==> src/rtl/clint_bus_arbiter.sv <==
// Two-master round-robin arbiter in front of the CLINT bus port.
// Out-of-window or unanswered accesses complete with an error response.
module clint_bus_arbiter #(
    parameter logic [31:0] BASE_ADDR = 32'h0200_0000,
    parameter int          TIMEOUT   = 32
) (
    input  logic        clk,
    input  logic        rst_n,
    input  logic        m0_req,
    input  logic        m0_we,
    input  logic [31:0] m0_addr,
    input  logic [31:0] m0_wdata,
    output logic [31:0] m0_rdata,
    output logic        m0_ready,
    output logic        m0_err,
    input  logic        m1_req,
    input  logic        m1_we,
    input  logic [31:0] m1_addr,
    input  logic [31:0] m1_wdata,
    output logic [31:0] m1_rdata,
    output logic        m1_ready,
    output logic        m1_err,
    output logic        s_en,
    output logic        s_we,
    output logic [31:0] s_addr,
    output logic [31:0] s_wdata,
    input  logic [31:0] s_rdata,
    input  logic        s_ready,
    output logic        busy
);

    localparam logic [1:0] IDLE  = 2'd0;
    localparam logic [1:0] ISSUE = 2'd1;
    localparam logic [1:0] WAIT  = 2'd2;
    localparam logic [1:0] DONE  = 2'd3;
    localparam logic [7:0] TMO   = 8'(TIMEOUT);

    logic [1:0]  state;
    logic        last;
    logic        gnt;
    logic [7:0]  cnt;

    logic        win;
    logic        win_we;
    logic [31:0] win_addr;
    logic [31:0] win_wdata;
    logic [31:0] offset;
    logic        in_win;
    logic        tmo_hit;

    always_comb begin
        win       = (m0_req && m1_req) ? ~last : m1_req;
        win_we    = win ? m1_we : m0_we;
        win_addr  = win ? m1_addr : m0_addr;
        win_wdata = win ? m1_wdata : m0_wdata;
        // Unsigned offset wraps high for addresses below the base.
        offset    = win_addr - BASE_ADDR;
        in_win    = (offset[31:16] == 16'h0);
        tmo_hit   = ((cnt + 8'd1) == TMO);
    end

    always_ff @(posedge clk or negedge rst_n) begin
        if (!rst_n) begin
            state    <= IDLE;
            last     <= 1'b1;
            gnt      <= 1'b0;
            cnt      <= 8'd0;
            s_en     <= 1'b0;
            s_we     <= 1'b0;
            s_addr   <= 32'h0;
            s_wdata  <= 32'h0;
            busy     <= 1'b0;
            m0_ready <= 1'b0;
            m0_err   <= 1'b0;
            m0_rdata <= 32'h0;
            m1_ready <= 1'b0;
            m1_err   <= 1'b0;
            m1_rdata <= 32'h0;
        end else begin
            s_en     <= 1'b0;
            m0_ready <= 1'b0;
            m0_err   <= 1'b0;
            m1_ready <= 1'b0;
            m1_err   <= 1'b0;
            case (state)
                IDLE: begin
                    if (m0_req || m1_req) begin
                        gnt     <= win;
                        s_we    <= win_we;
                        s_addr  <= win_addr;
                        s_wdata <= win_wdata;
                        busy    <= 1'b1;
                        if (in_win) begin
                            state <= ISSUE;
                            s_en  <= 1'b1;
                        end else begin
                            state <= DONE;
                            last  <= win;
                            if (win) begin
                                m1_ready <= 1'b1;
                                m1_err   <= 1'b1;
                                m1_rdata <= 32'h0;
                            end else begin
                                m0_ready <= 1'b1;
                                m0_err   <= 1'b1;
                                m0_rdata <= 32'h0;
                            end
                        end
                    end
                end
                ISSUE: begin
                    state <= WAIT;
                    cnt   <= 8'd0;
                end
                WAIT: begin
                    // A response arriving on the timeout cycle still wins.
                    if (s_ready || tmo_hit) begin
                        state <= DONE;
                        last  <= gnt;
                        if (gnt) begin
                            m1_ready <= 1'b1;
                            m1_err   <= ~s_ready;
                            m1_rdata <= s_ready ? s_rdata : 32'h0;
                        end else begin
                            m0_ready <= 1'b1;
                            m0_err   <= ~s_ready;
                            m0_rdata <= s_ready ? s_rdata : 32'h0;
                        end
                    end else begin
                        cnt <= cnt + 8'd1;
                    end
                end
                DONE: begin
                    state <= IDLE;
                    busy  <= 1'b0;
                end
                default: begin
                    state <= IDLE;
                    busy  <= 1'b0;
                end
            endcase
        end
    end

endmodule

==> config.mk <==
export PLATFORM = sky130hd
export DESIGN_NAME = clint_bus_arbiter
export DESIGN_NICKNAME = d
export VERILOG_FILES = /design/src/rtl/clint_bus_arbiter.sv
export SDC_FILE = /design/constraint.sdc
export NUM_CORES = 1
export LEC_CHECK = 0
export CORE_UTILIZATION = 44
export CTS_BUF_LIST = sky130_fd_sc_hd__clkbuf_4
export DETAILED_ROUTE_END_ITERATION = 10
export PLACE_DENSITY_LB_ADDON = 0.12
export SLEW_MARGIN = 20
export SYNTH_ARGS = -nofsm -noshare
export SYNTH_HDL_FRONTEND = slang
export SYNTH_SLANG_ARGS = --single-unit
==> constraint.sdc <==
create_clock -name clk -period 3.6 [get_ports clk]
set_input_delay 0.72 -clock clk [delete_from_list [all_inputs] [get_ports clk]]
set_output_delay 0.72 -clock clk [all_outputs]
set_load 0.005 [all_outputs]
==> results of run 1 <==
report_power, final:
group          internal, W  switching, W  leakage [nW]
Combinational      0.00231       0.00166          2.79
Sequential         0.00229      0.000396          1.84
Clock             0.000333      0.000601         0.124
cell families (layout without fill, tap and decap cells):
| kind of cell | count (synthesis) | after routing |
|---|---|---|
| buffers and inverters | 48 | 359 |
| other | 0 | 1 |
| muxes | 70 | 70 |
| DFF | 147 | 147 |
| xor gates and xnor gates | 4 | 4 |
| AOI/OAI and AO/OA | 96 | 96 |
| and+or+nand+nor | 283 | 283 |
| adders and majority gates | 7 | 7 |
critical path, cell delays in order:
cell and delay, ps:
clkdlybuf4s50_1 470, a21boi_4 260, mux2i_1 270, ha_1 180, nor4bb_1 220, nand3_1 140, o21ai_0 170, o211ai_1 100
buf_4 180, nand3_4 130, buf_12 170, mux2_2 340
final timing paths:
path / start / cells after the start / slack (ps) / end
worst min-delay path: rst_n / 1 / 210 / m0_rdata[8]
worst min register to register: m1_rdata[0] / 1 / 520 / m1_rdata[0]
worst max-delay path: m1_req / 12 / 670 / m0_rdata[15]
worst max register to register: last / 11 / 890 / m0_rdata[15]
min in group clk: m1_rdata[0] / 1 / 520 / m1_rdata[0]
max in group asynchronous: rst_n / 2 / 2510 / last
state kept, by name, indices dropped and copies added, names as in the netlist:
signal and cells:
busy 1, cnt 8, gnt 1, last 1
m0_err 1, m0_rdata 32, m0_ready 1, m1_err 1
m1_rdata 32, m1_ready 1, s_addr 32, s_en 1
s_wdata 32, s_we 1, state 2
cell type report:
cell class	count	area [sq um]	area share, %
clock buffer	17	128	1.22
inverter	2	7.51	0.0716
antenna	1	2.50	0.0239
multi-input combinational	460	3030	28.9
clock inverter	15	116	1.11
timing repair buffer	325	3260	31.1
tap	211	264	2.52
sequential	147	3680	35.1
routing by layer:
metal / global-route usage [%] / routed length [microns]
met3: 7.45 / 1590
met1: 31.7 / 8430
met2: 42.3 / 9890
met5: 0 / 0
met4: 8.75 / 324
cell usage after synthesis (2+ instances only):
cell type  count  area, sq um
dfrtp_1      146         3650
nand2_1      139          522
nor2_1        69          259
a31oi_1       62          388
mux2_4        60          901
and3_1        35          219
clkbuf_1      30          113
nand3_1       13         65.1
o21ai_0       13         65.1
ha_1           7         87.6
buf_1          6         22.5
buf_6          6         67.6
mux2i_1        6         60.1
nor4_1         6         37.5
a21oi_1        5         25.0
buf_2          4         20.0
mux2_2         4         45.0
nor3_1         4         20.0
nand2b_1       3         18.8
nor2b_1        3         18.8
xor2_1         3         26.3
a22o_1         2         17.5
and2_1         2         12.5
inv_1          2         7.51
nand3_4        2         35.0
o211ai_1       2         15.0
stage by stage:
stage	util [%]	std cells
2_1_floorplan	-	655
3_3_place_gp	67.1	1145
3_5_place_dp	67.1	1145
4_1_cts	68.7	1177
5_1_grt	68.7	1178
6_report	68.7	1178
==> results.sh, run 1 <==
export IMPL_outcome="complete, no violations"
export IMPL_setup_slack_ps=670
export IMPL_antenna_found_initial=1
export IMPL_synth_compound_area_share_pct=8.98
export IMPL_synthDistinctLibCells=47
export IMPL_syn_nets=829
export IMPL_cap_violations=0
export IMPL_wirelength_mm=20.2
export IMPL_dr_first_iter_drc_count=286
export IMPL_area_growth_pct=51.4
export IMPL_fin_skew_ps=17.7
export IMPL_cts_setup_buffers=0
export IMPL_relSlewSlack_pct=40.3
export IMPL_synth_seq_cells=147
export IMPL_post_route_drc_count=0
export IMPL_routed_via_density=5.14
export IMPL_core_area_sq_um=15300
export IMPL_track_usage_pct=25.5
export IMPL_leakagePower_nw=4.75
export IMPL_tightest_slew_ps=895
export IMPL_hp_class="in -> async"
export IMPL_period_share_pct=81.4
export IMPL_start_util_pct=45.4
export IMPL_hold_viol=0
export IMPL_syn_mean_instance_area_sq_um=10.6
export IMPL_cp_end_kind="register"
export IMPL_final_common_cell="clkdlybuf4s50_1"
export IMPL_synth_top_family_by_area="simple AND/OR/NAND/NOR gates"
export IMPL_gp_congestion=0.836
export IMPL_async_flop_share_pct=100
export IMPL_ir_drop_mv=0.299
export IMPL_total_power_w=0.00759
export IMPL_fmax_mhz=341
export IMPL_numCtsBuffers=17
export IMPL_dp_hpwl_mm=15.0
export IMPL_yosys_area_share_simple_pct=18.3
export IMPL_rsz0062_at_grt="no"
export IMPL_clock_path_buffers=2
export IMPL_cts_resized=0
export IMPL_clockRootBuffer="clkbuf_4"
export IMPL_yosysWarnings=0
export IMPL_synth_mux_area_share_pct=14.5
export IMPL_syn_inst=655
export IMPL_syn_cell_area_sq_um=6930
export IMPL_slew_viol_final=0
export IMPL_fillerInstances=1177
export IMPL_synth_xor_area_share_pct=0.506
export IMPL_io_pins=302
export IMPL_drtAntennaViolNets=0
export IMPL_synthAdderAreaFrac_pct=1.26
export IMPL_fin_crit_ps=2930
export IMPL_crit_fanout=11
export IMPL_overflow=0
export IMPL_die_h_microns=127
export IMPL_cts_tree="yes"
export IMPL_power_density_nw_per_um2=724
export IMPL_path_class="in -> reg"
export IMPL_synth_yosys_seq_area_share_pct=53.1
export IMPL_die_area_sq_um=16200
export IMPL_crit_arrival_ps=3340
export IMPL_wl_per_cell_microns=17.2
export IMPL_pre_cts_ws_ps=120
export IMPL_path_clk_slew_ps=130
export IMPL_grt_pass1_wl_mm=32.1
export IMPL_final_cell_mix="300 x clkdlybuf4s50_1, 146 x dfrtp_1, 138 x nand2_1, 69 x nor2_1, 62 x a31oi_1"
export IMPL_dr_pass1_iters=4
export IMPL_fin_tns_setup_ps=0
export IMPL_cts_sinks=147
export IMPL_vias=6055
export IMPL_final_nets=1127
export IMPL_drive_gt1_share_pct=13.1
export IMPL_fin_area_sq_um=10500
export IMPL_portBuffers=301
export IMPL_place_area_sq_um=10200
export IMPL_synth_edf_count=0
export IMPL_clock_latency_ps=530
export IMPL_htree_levels=4
export IMPL_grt_max_degree=83
export IMPL_yosys_most_used_dff="dfrtp_1"
export IMPL_timing_hold_ws_ps=210
export IMPL_holdBufCountCts=0
export IMPL_rows=45
export IMPL_start_kind="primary input"
export IMPL_setup_viol=0
export IMPL_die_w_microns=127
export IMPL_required_ps=4010
export IMPL_grt_pass1_vias=6083
Note: power is estimated with default switching activity, not from simulation.
==> run 2: changes to the inputs <==
==> constraint.sdc (replaced) <==
create_clock -name clk -period 2.99 [get_ports clk]
set_input_delay 0.598 -clock clk [delete_from_list [all_inputs] [get_ports clk]]
set_output_delay 0.598 -clock clk [all_outputs]
set_load 0.005 [all_outputs]
==> run 2 against run 1 <==
  * Register-to-register slack lost 620 ps
  * Combinational power up 21%
  * Routed wire length is 1.0% higher
  * Utilization up 0.20 points
  * Clock power rose by 25%
  * Largest power group unchanged
==> results.sh, run 2 (synthesis results as in run 1) <==
export IMPL_grt_pass1_wl_mm=32.2
export IMPL_place_area_sq_um=10300
export IMPL_relSlewSlack_pct=53.6
export IMPL_vias=6123
export IMPL_fin_area_sq_um=10500
export IMPL_cts_sinks=147
export IMPL_io_pins=302
export IMPL_rows=45
export IMPL_final_cell_mix="300 x clkdlybuf4s50_1, 146 x dfrtp_1, 138 x nand2_1, 69 x nor2_1, 62 x a31oi_1"
export IMPL_grt_max_degree=123
export IMPL_cp_end_kind="register"
export IMPL_fin_skew_ps=15.1
export IMPL_worstReg2RegEnd="m0_rdata[5]"
export IMPL_htree_levels=4
export IMPL_total_power_w=0.00920
export IMPL_gp_congestion=0.828
export IMPL_antenna_found_initial=1
export IMPL_hold_viol=0
export IMPL_drive_gt1_share_pct=13.5
export IMPL_power_density_nw_per_um2=875
export IMPL_outcome="complete, no violations"
export IMPL_dr_pass1_iters=4
export IMPL_final_nets=1128
export IMPL_setup_viol=0
export IMPL_die_h_microns=127
export IMPL_portBuffers=301
export IMPL_hp_class="in -> async"
export IMPL_cts_tree="yes"
export IMPL_track_usage_pct=25.7
export IMPL_overflow=0
export IMPL_fin_crit_ps=2830
export IMPL_area_growth_pct=51.9
export IMPL_path_class="in -> reg"
export IMPL_clock_latency_ps=550
export IMPL_cts_resized=0
export IMPL_clockRootBuffer="clkbuf_4"
export IMPL_rr_startpoint="last"
export IMPL_cp_startpoint="m1_req"
export IMPL_cap_violations=0
export IMPL_start_kind="primary input"
export IMPL_dr_first_iter_drc_count=264
export IMPL_fin_tns_setup_ps=0
export IMPL_die_area_sq_um=16200
export IMPL_numCtsBuffers=17
export IMPL_ir_drop_mv=0.436
export IMPL_post_route_drc_count=0
export IMPL_leakagePower_nw=4.76
export IMPL_slew_viol_final=0
export IMPL_tightest_slew_ps=696
export IMPL_period_share_pct=94.6
export IMPL_setup_slack_ps=162
export IMPL_wirelength_mm=20.4
export IMPL_start_util_pct=45.4
export IMPL_pre_cts_ws_ps=-398
export IMPL_fillerInstances=1155
export IMPL_crit_arrival_ps=3260
export IMPL_r2r_cells=11
export IMPL_cts_setup_buffers=0
export IMPL_final_common_cell="clkdlybuf4s50_1"
export IMPL_rsz0062_at_grt="no"
export IMPL_clock_path_buffers=2
export IMPL_holdBufCountCts=0
export IMPL_fmax_mhz=354
export IMPL_die_w_microns=127
export IMPL_drtAntennaViolNets=0
export IMPL_wl_per_cell_microns=17.3
export IMPL_rrSetupSlack_ps=270
export IMPL_path_clk_slew_ps=120
export IMPL_grt_pass1_vias=6150
export IMPL_timing_hold_ws_ps=35.9
export IMPL_critPathCapture="m0_rdata[5]"
export IMPL_crit_fanout=7
export IMPL_required_ps=3420
export IMPL_routed_via_density=5.19
export IMPL_core_area_sq_um=15300
export IMPL_dp_hpwl_mm=15.3
==> run 2: cell types whose count changed in the layout (fill, tap and decap cells not counted), sizes merged <==
| cell | change |
|---|---|
| clkinvlp | +2 |
| clkinv | -4 |
| buf | +1 |
| clkbuf | +2 |
==> run 2: final cells by class <==
cell class                 count  area [sq um]  share of cell area [%]
timing repair buffer         326          3280                    31.2
sequential                   147          3680                    35.0
tap                          211           264                    2.51
clock buffer                  19           143                    1.36
inverter                       2          7.51                  0.0714
multi-input combinational    460          3030                    28.8
antenna                        1          2.50                  0.0238
clock inverter                13           111                    1.06
==> run 2: worst min-delay path by stage <==
stage	endpoint	slack [ps]	depth (start not counted)
global placement	s_addr[27]	490	2
detailed placement	s_addr[27]	480	2
finish	m0_rdata[9]	40	1
global route	m0_rdata[9]	50	1
CTS	m1_rdata[9]	40	1
floorplan	busy	300	0
==> run 2: power breakdown <==
part	switching, W	internal (W)	total, W
sequential	0.000462	0.00276	0.00322
clock	0.000743	0.000426	0.00117
combinational	0.00201	0.00280	0.00482
==> run 2: stage by stage <==
| step | util, % | cells |
|---|---|---|
| after floorplan | - | 655 |
| final | 68.9 | 1179 |
| after detailed placement | 67.2 | 1146 |
| after CTS | 68.9 | 1178 |
| after global routing | 68.9 | 1179 |
| after global placement | 67.2 | 1146 |
==> run 2: layer usage <==
metal,routed length (microns),GRT usage [%]
met1,8220,31.6
met2,10200,43.4
met3,1700,7.75
met4,309,8.05
met5,0,0
==> run 2: critical path, stage by stage <==
cell	delay, ps
clkdlybuf4s50_1	480
a21boi_4	240
mux2i_1	260
ha_1	180
nor4bb_1	240
nand3_1	150
o21ai_1	170
o211ai_1	130
buf_4	180
nand3_4	120
buf_4	200
mux2_4	310
